--- config.mk ---
export PLATFORM = sky130hd
export DESIGN_NAME = ysyx_22050019_mdu
export DESIGN_NICKNAME = d
export VERILOG_FILES = /design/src/rtl/ysyx_22050019_mdu_pkg.sv /design/src/rtl/ysyx_22050019_mdu_div.sv /design/src/rtl/ysyx_22050019_mdu.sv
export SDC_FILE = /design/constraint.sdc
export NUM_CORES = 2
export LEC_CHECK = 0
export CAP_MARGIN = 20
export CORE_MARGIN = 8
export CORE_UTILIZATION = 50
export DETAILED_ROUTE_END_ITERATION = 16
export PLACE_DENSITY = 0.7
export SYNTH_ARGS = -nofsm -noshare
export SYNTH_HDL_FRONTEND = slang
export SYNTH_SLANG_ARGS = --single-unit
export TNS_END_PERCENT = 30
--- constraint.sdc ---
create_clock -name clk -period 15.14 [get_ports clk]
set_input_delay 3.785 -clock clk [delete_from_list [all_inputs] [get_ports clk]]
set_output_delay 3.785 -clock clk [all_outputs]
set_load 0.02 [all_outputs]
--- src/rtl/ysyx_22050019_mdu_pkg.sv ---
// Shared definitions for the RV64 M-extension multiply/divide unit:
// datapath width, funct3 op codes, FSM state encoding and iteration counts.
package ysyx_22050019_mdu_pkg;

    localparam int MDU_XLEN  = 64;
    localparam int MDU_CNT_W = 7;

    localparam logic [MDU_CNT_W-1:0] MDU_ITER_64 = 7'd64;
    localparam logic [MDU_CNT_W-1:0] MDU_ITER_32 = 7'd32;
    localparam logic [MDU_CNT_W-1:0] MDU_CNT_ONE = 7'd1;

    typedef enum logic [2:0] {
        OP_MUL    = 3'b000,
        OP_MULH   = 3'b001,
        OP_MULHSU = 3'b010,
        OP_MULHU  = 3'b011,
        OP_DIV    = 3'b100,
        OP_DIVU   = 3'b101,
        OP_REM    = 3'b110,
        OP_REMU   = 3'b111
    } mdu_op_e;

    typedef enum logic [1:0] {
        ST_IDLE = 2'd0,
        ST_BUSY = 2'd1,
        ST_DONE = 2'd2
    } mdu_state_e;

endpackage

--- src/rtl/ysyx_22050019_mdu_div.sv ---
// Restoring divider core on unsigned magnitudes, one quotient bit per step.
// quot_o/rem_o present the values produced by the step taken this cycle.
module ysyx_22050019_mdu_div
    import ysyx_22050019_mdu_pkg::*;
#(
    parameter int XLEN = MDU_XLEN
) (
    input  logic            clk,
    input  logic            start_i,
    input  logic            step_i,
    input  logic            last_i,
    input  logic [XLEN-1:0] dividend_i,
    input  logic [XLEN-1:0] divisor_i,
    output logic            done_o,
    output logic [XLEN-1:0] quot_o,
    output logic [XLEN-1:0] rem_o
);

    logic [XLEN-1:0] rem_q, quot_q, dsor_q;
    logic [XLEN:0]   trial;
    logic            fits;

    // The partial remainder is always below the divisor, so the subtraction
    // can be done modulo 2^XLEN once the wide compare has succeeded.
    always_comb begin
        trial  = {rem_q, quot_q[XLEN-1]};
        fits   = (trial >= {1'b0, dsor_q});
        rem_o  = fits ? (trial[XLEN-1:0] - dsor_q) : trial[XLEN-1:0];
        quot_o = {quot_q[XLEN-2:0], fits};
    end

    assign done_o = step_i & last_i;

    always_ff @(posedge clk) begin
        if (start_i) begin
            rem_q  <= '0;
            quot_q <= dividend_i;
            dsor_q <= divisor_i;
        end else if (step_i) begin
            rem_q  <= rem_o;
            quot_q <= quot_o;
        end
    end

endmodule

--- src/rtl/ysyx_22050019_mdu.sv ---
// Iterative RV64 M-extension unit: shift-add multiplier and restoring divider,
// one bit per cycle, stalling the EX stage until the registered result is ready.
module ysyx_22050019_mdu
    import ysyx_22050019_mdu_pkg::*;
#(
    parameter int XLEN = MDU_XLEN
) (
    input  logic            clk,
    input  logic            rst,
    input  logic            valid_i,
    input  logic [2:0]      op_i,
    input  logic            word_i,
    input  logic [XLEN-1:0] src1_i,
    input  logic [XLEN-1:0] src2_i,
    input  logic            ex_stall_i,
    input  logic            flush_i,
    output logic            alu_stall_req_o,
    output logic [XLEN-1:0] result_o,
    output logic            result_valid_o
);

    localparam int PW = 2 * XLEN;

    function automatic logic [XLEN-1:0] sext_w(input logic [31:0] v);
        return {{(XLEN-32){v[31]}}, v};
    endfunction

    function automatic logic [XLEN-1:0] zext_w(input logic [31:0] v);
        return {{(XLEN-32){1'b0}}, v};
    endfunction

    mdu_state_e            state_q, state_d;
    logic [MDU_CNT_W-1:0]  cnt_q, cnt_d;
    logic [XLEN-1:0]       result_q, result_d;
    logic [2:0]            op_q;
    logic                  word_q, neg_q;
    logic [PW-1:0]         acc_q, acc_d, mcand_q, mcand_d;
    logic [XLEN-1:0]       mplier_q, mplier_d;
    logic                  load;

    logic [2:0]      op_eff;
    logic            sgn1, sgn2, neg1, neg2, neg_res, is_div, div_zero, div_ovf;
    logic [XLEN-1:0] a_ext, b_ext, a_mag, b_mag, min_val, special_res, div_dividend;

    logic            div_start, div_step, div_last, div_done;
    logic [XLEN-1:0] div_quot, div_rem, div_sel, div_fix, raw_res, final_res;
    logic [PW-1:0]   mul_acc_nxt, prod;
    logic            last_iter;

    // Illegal word forms of mulh/mulhsu/mulhu fold onto mulw.
    always_comb begin
        op_eff = (word_i && !op_i[2]) ? OP_MUL : op_i;
        sgn1   = (op_eff == OP_MULH) || (op_eff == OP_MULHSU) ||
                 (op_eff == OP_DIV)  || (op_eff == OP_REM);
        sgn2   = (op_eff == OP_MULH) || (op_eff == OP_DIV) || (op_eff == OP_REM);
        a_ext  = word_i ? (sgn1 ? sext_w(src1_i[31:0]) : zext_w(src1_i[31:0])) : src1_i;
        b_ext  = word_i ? (sgn2 ? sext_w(src2_i[31:0]) : zext_w(src2_i[31:0])) : src2_i;
        neg1   = sgn1 & a_ext[XLEN-1];
        neg2   = sgn2 & b_ext[XLEN-1];
        a_mag  = neg1 ? -a_ext : a_ext;
        b_mag  = neg2 ? -b_ext : b_ext;
        is_div = op_eff[2];

        // Quotient sign is the XOR of operand signs; remainder follows the dividend.
        neg_res  = (is_div && op_eff[1]) ? neg1 : (neg1 ^ neg2);
        min_val  = word_i ? sext_w(32'h8000_0000) : {1'b1, {(XLEN-1){1'b0}}};
        div_zero = is_div && (b_ext == '0);
        div_ovf  = is_div && sgn1 && (a_ext == min_val) && (b_ext == '1);

        if (div_zero) begin
            special_res = op_eff[1] ? a_ext : '1;
        end else begin
            special_res = op_eff[1] ? '0 : a_ext;
        end
        if (word_i) begin
            special_res = sext_w(special_res[31:0]);
        end

        // Word divides run 32 steps, so the dividend must enter MSB-first.
        div_dividend = word_i ? {a_mag[31:0], {(XLEN-32){1'b0}}} : a_mag;
    end

    ysyx_22050019_mdu_div #(
        .XLEN(XLEN)
    ) u_div (
        .clk        (clk),
        .start_i    (div_start),
        .step_i     (div_step),
        .last_i     (div_last),
        .dividend_i (div_dividend),
        .divisor_i  (b_mag),
        .done_o     (div_done),
        .quot_o     (div_quot),
        .rem_o      (div_rem)
    );

    assign div_last  = (cnt_q == MDU_CNT_ONE);
    assign last_iter = op_q[2] ? div_done : (cnt_q == MDU_CNT_ONE);

    always_comb begin
        mul_acc_nxt = acc_q + (mplier_q[0] ? mcand_q : '0);
        prod        = neg_q ? -mul_acc_nxt : mul_acc_nxt;
        div_sel     = op_q[1] ? div_rem : div_quot;
        div_fix     = neg_q ? -div_sel : div_sel;
        if (op_q[2]) begin
            raw_res = div_fix;
        end else if (op_q == OP_MUL) begin
            raw_res = prod[XLEN-1:0];
        end else begin
            raw_res = prod[PW-1:XLEN];
        end
        final_res = word_q ? sext_w(raw_res[31:0]) : raw_res;
    end

    always_comb begin
        state_d   = state_q;
        cnt_d     = cnt_q;
        result_d  = result_q;
        acc_d     = acc_q;
        mcand_d   = mcand_q;
        mplier_d  = mplier_q;
        load      = 1'b0;
        div_start = 1'b0;
        div_step  = 1'b0;

        case (state_q)
            ST_IDLE: begin
                if (valid_i && !flush_i) begin
                    load = 1'b1;
                    if (div_zero || div_ovf) begin
                        state_d  = ST_DONE;
                        result_d = special_res;
                    end else begin
                        state_d   = ST_BUSY;
                        cnt_d     = word_i ? MDU_ITER_32 : MDU_ITER_64;
                        acc_d     = '0;
                        mcand_d   = {{XLEN{1'b0}}, a_mag};
                        mplier_d  = b_mag;
                        div_start = is_div;
                    end
                end
            end
            ST_BUSY: begin
                if (flush_i) begin
                    state_d = ST_IDLE;
                    cnt_d   = '0;
                end else begin
                    cnt_d = cnt_q - MDU_CNT_ONE;
                    if (op_q[2]) begin
                        div_step = 1'b1;
                    end else begin
                        acc_d    = mul_acc_nxt;
                        mcand_d  = mcand_q << 1;
                        mplier_d = mplier_q >> 1;
                    end
                    if (last_iter) begin
                        state_d  = ST_DONE;
                        result_d = final_res;
                    end
                end
            end
            ST_DONE: begin
                if (flush_i || !ex_stall_i) begin
                    state_d = ST_IDLE;
                end
            end
            default: begin
                state_d = ST_IDLE;
            end
        endcase
    end

    always_ff @(posedge clk or posedge rst) begin
        if (rst) begin
            state_q  <= ST_IDLE;
            cnt_q    <= '0;
            result_q <= '0;
        end else begin
            state_q  <= state_d;
            cnt_q    <= cnt_d;
            result_q <= result_d;
        end
    end

    always_ff @(posedge clk) begin
        acc_q    <= acc_d;
        mcand_q  <= mcand_d;
        mplier_q <= mplier_d;
        if (load) begin
            op_q   <= op_eff;
            word_q <= word_i;
            neg_q  <= neg_res;
        end
    end

    assign alu_stall_req_o = ((state_q == ST_IDLE) && valid_i && !flush_i) ||
                             (state_q == ST_BUSY);
    assign result_o        = result_q;
    assign result_valid_o  = (state_q == ST_DONE);

endmodule

Word-level counts from Yosys, hierarchy flattened --
Cells that the tools add are included.
Cells by class: equal/unequal tests 17, add/subtract/negate cells 7, reduce and logical (&&, ||, !) cells 29, mux-type cells 64, order comparisons 1, bitwise operators 4
Operator list (count):
- $mux 64 | 27
- $mux 128 | 10
- $pmux 128 s2 | 2
- $pmux 64 s2 | 2
- $neg 64->64 | 3
- $add 128x128->128 | 1
- $neg 128->128 | 1
- $ge 65x64->1 | 1
- $eq 64x64->1 | 1
- $eq 64x64->1 const B | 1
- $logic_not 64->1 | 1
- $sub 64x64->64 | 1
- $mux 63 | 1
- $mux 7 | 4
- $pmux 7 s2 | 1
- $ne 2x2->1 const B | 6
- $mux 1 | 10
- $mux 2 | 5
- $reduce_and 5->1 | 2
- $logic_and 1x1->1 | 9
- $logic_or 1x1->1 | 8
- $eq 7x1->1 const B | 1
- $sub 7x1->7 const B | 1
- $eq 3x3->1 const B | 2
- 15 further kinds | 21
Word-level totals: output and inout bits 66, input port bits 137, register bits after elaboration 590, word-level logic and storage cells 134

Longest topological paths before layout --
word-level depth 17, mapped depth 31, mapped depth without buffers 23

Hierarchy --
From an unflattened synthesis, not the netlist that was laid out.
Second synthesis, totals: cell total of the unflattened synthesis 6489, area total of the unflattened synthesis 52008.6 µm²
By module, submodules not included:
- ysyx_22050019_mdu | instances 1, seq. area each 11586.1 µm², cells an instance 5194, area an instance 39537.9 µm²
- ysyx_22050019_mdu_div | instances 1, seq. area each 5124.9 µm², cells an instance 1295, area an instance 12470.7 µm²

Least setup slack after synthesis --
OpenSTA, ideal clock, no wires.
path type in2reg, from in op_i[2], to reg acc_q[0] (enable), setup time 1007 ps, cell stages on the path 10, data required time 14133 ps, path buffers 2, slack -4670 ps, arrival 18803 ps, cells stage by stage clkbuf_1 nor2b_1 clkbuf_1 nand3_1 o21ai_0 nor4_1 a21oi_1 nand2b_1 nand2_1 nor2_1
On the way: longest elaborated chain between the ends 15, elaborated cells between the ends (all ways) 26, classes of those cells eq/ne (7); mux (5); reduce/logical (14)
RTL lines:
- start: declaration | RTL line ysyx_22050019_mdu.sv:11 | input logic [2:0] op_i,
- $logic_not 1->1 | RTL line ysyx_22050019_mdu.sv:52 | op_eff = (word_i && !op_i[2]) ? OP_MUL : op_i;
- $logic_and 1x1->1 | RTL line ysyx_22050019_mdu.sv:52
- $mux 3 (*) | RTL line ysyx_22050019_mdu.sv:52
- $eq 3x1->1 / $eq 3x2->1 (equally long branches) | RTL line ysyx_22050019_mdu.sv:53, ysyx_22050019_mdu.sv:55
- $logic_or 1x1->1 (2 in series) | RTL line ysyx_22050019_mdu.sv:53 | sgn1 = (op_eff == OP_MULH) || (op_eff == OP_MULHSU) ||
- $logic_or 1x1->1 | RTL line ysyx_22050019_mdu.sv:54 | (op_eff == OP_DIV) || (op_eff == OP_REM);
- $mux 64 (2 in series) | RTL line ysyx_22050019_mdu.sv:56 | a_ext = word_i ? (sgn1 ? sext_w(src1_i[31:0]) : zext_w(src1_i[31:0])) : src1_i;
- $eq 64x64->1 | RTL line ysyx_22050019_mdu.sv:68 | div_ovf = is_div && sgn1 && (a_ext == min_val) && (b_ext == '1);
- $logic_and 1x1->1 (2 in series) | RTL line ysyx_22050019_mdu.sv:68
- $logic_or 1x1->1 (*) | RTL line ysyx_22050019_mdu.sv:130 | if (div_zero || div_ovf) begin
- $ne 2x2->1 (no line) (*)
- $reduce_and 5->1 (no line) (*)
- end signal: assignment | RTL line ysyx_22050019_mdu.sv:186 | acc_q <= acc_d;
- end: declaration | RTL line ysyx_22050019_mdu.sv:37 | logic [PW-1:0] acc_q, acc_d, mcand_q, mcand_d;
Every way passes the cells marked *; elsewhere a longest branch is shown, timed or not. A chain may end at the register's enable or synchronous reset.

Final worst setup path --
from in op_i[2], to reg mcand_q[72] (enable)
On the way: longest elaborated chain between the ends 15, elaborated cells between the ends (all ways) 26, classes of those cells eq/ne (7); mux (5); reduce/logical (14)
RTL lines:
- $logic_not 1->1 | RTL line ysyx_22050019_mdu.sv:52
- $logic_and 1x1->1 | RTL line ysyx_22050019_mdu.sv:52
- $mux 3 (*) | RTL line ysyx_22050019_mdu.sv:52
- $eq 3x1->1 / $eq 3x2->1 (equally long branches) | RTL line ysyx_22050019_mdu.sv:53, ysyx_22050019_mdu.sv:55
- $logic_or 1x1->1 (2 in series) | RTL line ysyx_22050019_mdu.sv:53
- $logic_or 1x1->1 | RTL line ysyx_22050019_mdu.sv:54
- $mux 64 (2 in series) | RTL line ysyx_22050019_mdu.sv:56
- $eq 64x64->1 | RTL line ysyx_22050019_mdu.sv:68
- $logic_and 1x1->1 (2 in series) | RTL line ysyx_22050019_mdu.sv:68
- $logic_or 1x1->1 (*) | RTL line ysyx_22050019_mdu.sv:130
- $ne 2x2->1 (no line) (*)
- $reduce_and 5->1 (no line) (*)
- end signal: assignment | RTL line ysyx_22050019_mdu.sv:187 | mcand_q <= mcand_d;
- end: declaration | RTL line ysyx_22050019_mdu.sv:37
Marked as above.

==> results.json <==
{
  "wire_per_inst_um": 29.8,
  "place_ws_ns": 5.01,
  "start_util_pct": 50.4,
  "fp.coreArea_um2": 103000,
  "clk_latency_ns": 0.70,
  "yosys_most_used_dff": "edfxtp_1",
  "worstPathRequired_ns": 15.45,
  "boundaryPins": 203,
  "cts_tree": "yes",
  "row_count": 118,
  "overflow": 0,
  "grt_pass1_wl_um": 341000,
  "status": "finished clean",
  "drc": 0,
  "setup.worst_path.start_class": "input port",
  "drv_cap": 0,
  "synthArstFlopShare_pct": 12.4,
  "grt_pass1_vias": 49759,
  "hp-start": "u_div.rem_q[58]",
  "clk_pin_slew_ns": 0.06,
  "hold_class": "reg -> reg",
  "r2r-start": "mplier_q[0]",
  "syn_nets": 6919,
  "setup_viol": 0,
  "rsz0062_at_grt": "false",
  "critPathMaxFanout": 68,
  "dp_cells": 7843,
  "die-area_um2": 115000,
  "slew-limit-headroom_pct": 11.9,
  "detail_route.first_pass.iterations": 7,
  "criticalPathCategory": "in -> reg",
  "tritoncts.num_buffers": 75,
  "synth.most_common_cell": "nor2_1",
  "regArea_um2": 16700,
  "hold_viol_final": 0,
  "syn2layout_area_growth_pct": 10.5,
  "track_usage_pct": 39.3,
  "min_period_over_period_pct": 63.0,
  "ys_warn_count": 0,
  "ys_ff_latch": 590,
  "end_kind": "flip-flop",
  "synth_seq_area_share_pct": 32.1,
  "p_per_area_nw_per_um2": 260,
  "setup_tns_ns": 0,
  "period_minus_slack_ns": 9.54,
  "port_buffers": 202,
  "slew_violations": 0,
  "tightest_slew_ns": 1.32,
  "post_synth_num_cell_types": 136,
  "synth_cells": 6582,
  "nets": 6881,
  "startpoint": "op_i[2]",
  "fin_skew_ns": 0.0540,
  "drive_above_1_share_pct": 6.24,
  "die_w_um": 339,
  "synth_top_area_share_pct": 26.1,
  "cts_hold_buffers": 0,
  "vias_per_cell": 6.77,
  "postCtsSetupBuffers": 0,
  "synth_area_um2": 52100,
  "root_buffer": "clkbuf_16",
  "synth_edf_count": 453,
  "avgSynthCellArea_um2": 7.91,
  "die_h_um": 339,
  "drt-total-wl_um": 238000,
  "synth_area_leaders": "edfxtp_1 26%, nor2_1 6.1%, a21oi_1 5.6%",
  "vias": 54155,
  "drt_iter0_drc": 7351,
  "crit_arrival_ns": 9.85,
  "timing.final.ws_setup_ns": 5.60,
  "cts_sinks": 590,
  "grt_antenna_before_repair": 15,
  "antenna_left": 0,
  "nFillCells": 9790,
  "final_cells": 7995,
  "multi_input_area_um2": 33200,
  "vdd_drop_max_mv": 0.140,
  "grt_max_degree": 150,
  "power.total_w": 0.0149,
  "fmax_ghz": 0.105,
  "leakagePower_nw": 21.2,
  "gp_congestion": 1.13,
  "synthTopCellsByCount": "848 x nor2_1, 747 x nand2_1, 585 x a21oi_1",
  "cts_max_level": 3,
  "yosys.area.top_type": "edfxtp_1",
  "dpl.hpwl_um": 188000,
  "clk_path_buf_depth": 3,
  "cts_resized": 0
}
## stage by stage
| stage | hold WS, ns | instance area (µm²) | utilization (%) |
|---|---|---|---|
| 6_report | 0.485 | 57500 | 55.7 |
| 5_1_grt | 0.503 | 57500 | 55.6 |
| 4_1_cts | 0.485 | 57500 | 55.6 |
| 3_5_place_dp | 0.477 | 54900 | 53.1 |
| 3_3_place_gp | 0.461 | 54900 | 53.1 |
| 2_1_floorplan | 0.448 | 52100 | - |
## registers in the layout (all words and copies together), names as in the netlist
name          cells
op_q              3
neg_q             1
u_div.rem_q      64
cnt_q             7
acc_q           128
u_div.quot_q     64
result_o         64
state_q           2
mplier_q         64
u_div.dsor_q     64
word_q            1
mcand_q         128
## cells in the final DEF (no fill, tap or decap), drive strengths merged, types with 169 or more instances in the layout
master	synthesis	routed
a21oi	606	606
and2	262	262
clkdlybuf4s50	0	201
edfxtp	453	453
ha	198	198
nand2	750	750
nor2	848	848
nor3	187	187
o21ai	537	537
xnor2	189	189
xor2	169	169
## report_power, final
part | internal [W] | switching, W | total [W]
combinational | 0.00298 | 0.00700 | 0.00998
clock | 0.00112 | 0.000812 | 0.00193
sequential | 0.00260 | 0.000434 | 0.00304
total | 0.00671 | 0.00824 | 0.0149
## final timing paths
check                           cells past startpoint  slack, ns              end
worst max-delay path                               11       5.60      mcand_q[72]
worst min-delay path                                2       0.48  u_div.rem_q[58]
worst max register to register                     20       5.60     result_o[58]
worst min register to register                      2       0.48  u_div.rem_q[58]
max in group asynchronous                           3      10.58      result_o[4]
min in group asynchronous                           2       3.33       state_q[0]
## routing by layer
metal | wire (µm) | global-route usage, % | vias to the layer above
met5 | 266 | 0 | -
met4 | 21000 | 27.7 | 16
met3 | 23000 | 7.21 | 733
met2 | 105000 | 62.2 | 3379
met1 | 88600 | 48.3 | 25825
li1 | - | - | 24202
## worst max-delay path, cell delays in order
cell and delay [ns]:
clkdlybuf4s50_1 0.65, nor2b_1 0.65, nand3_1 0.45, o21ai_0 0.32, nor4_2 0.21, a21oi_1 0.71
nand2b_1 0.21, nand2_1 0.22, nor2_4 0.74, buf_4 0.84, buf_4 0.87
## cell families after synthesis
family / count (synthesis) / synth area share (%)
AOI/OAI and AO/OA: 2041 / 25.4
xor gates and xnor gates: 358 / 6.04
DFF: 590 / 32.1
buffers and inverters: 559 / 4.45
and+or+nand+nor: 2752 / 25.6
muxes: 76 / 1.54
adders and majority gates: 206 / 4.95
## area by class of cell
cell class | instances | area share, %
diodes | 10 | 0.0435
multi-input cells | 5433 | 57.7
repair buffers | 294 | 4.76
well taps | 1380 | 3.00
inverters | 150 | 0.985
flip-flops and latches | 590 | 29.1
clock buffers | 90 | 3.46
clock inverters | 48 | 1.03
Power figures use the tool's default switching activity.
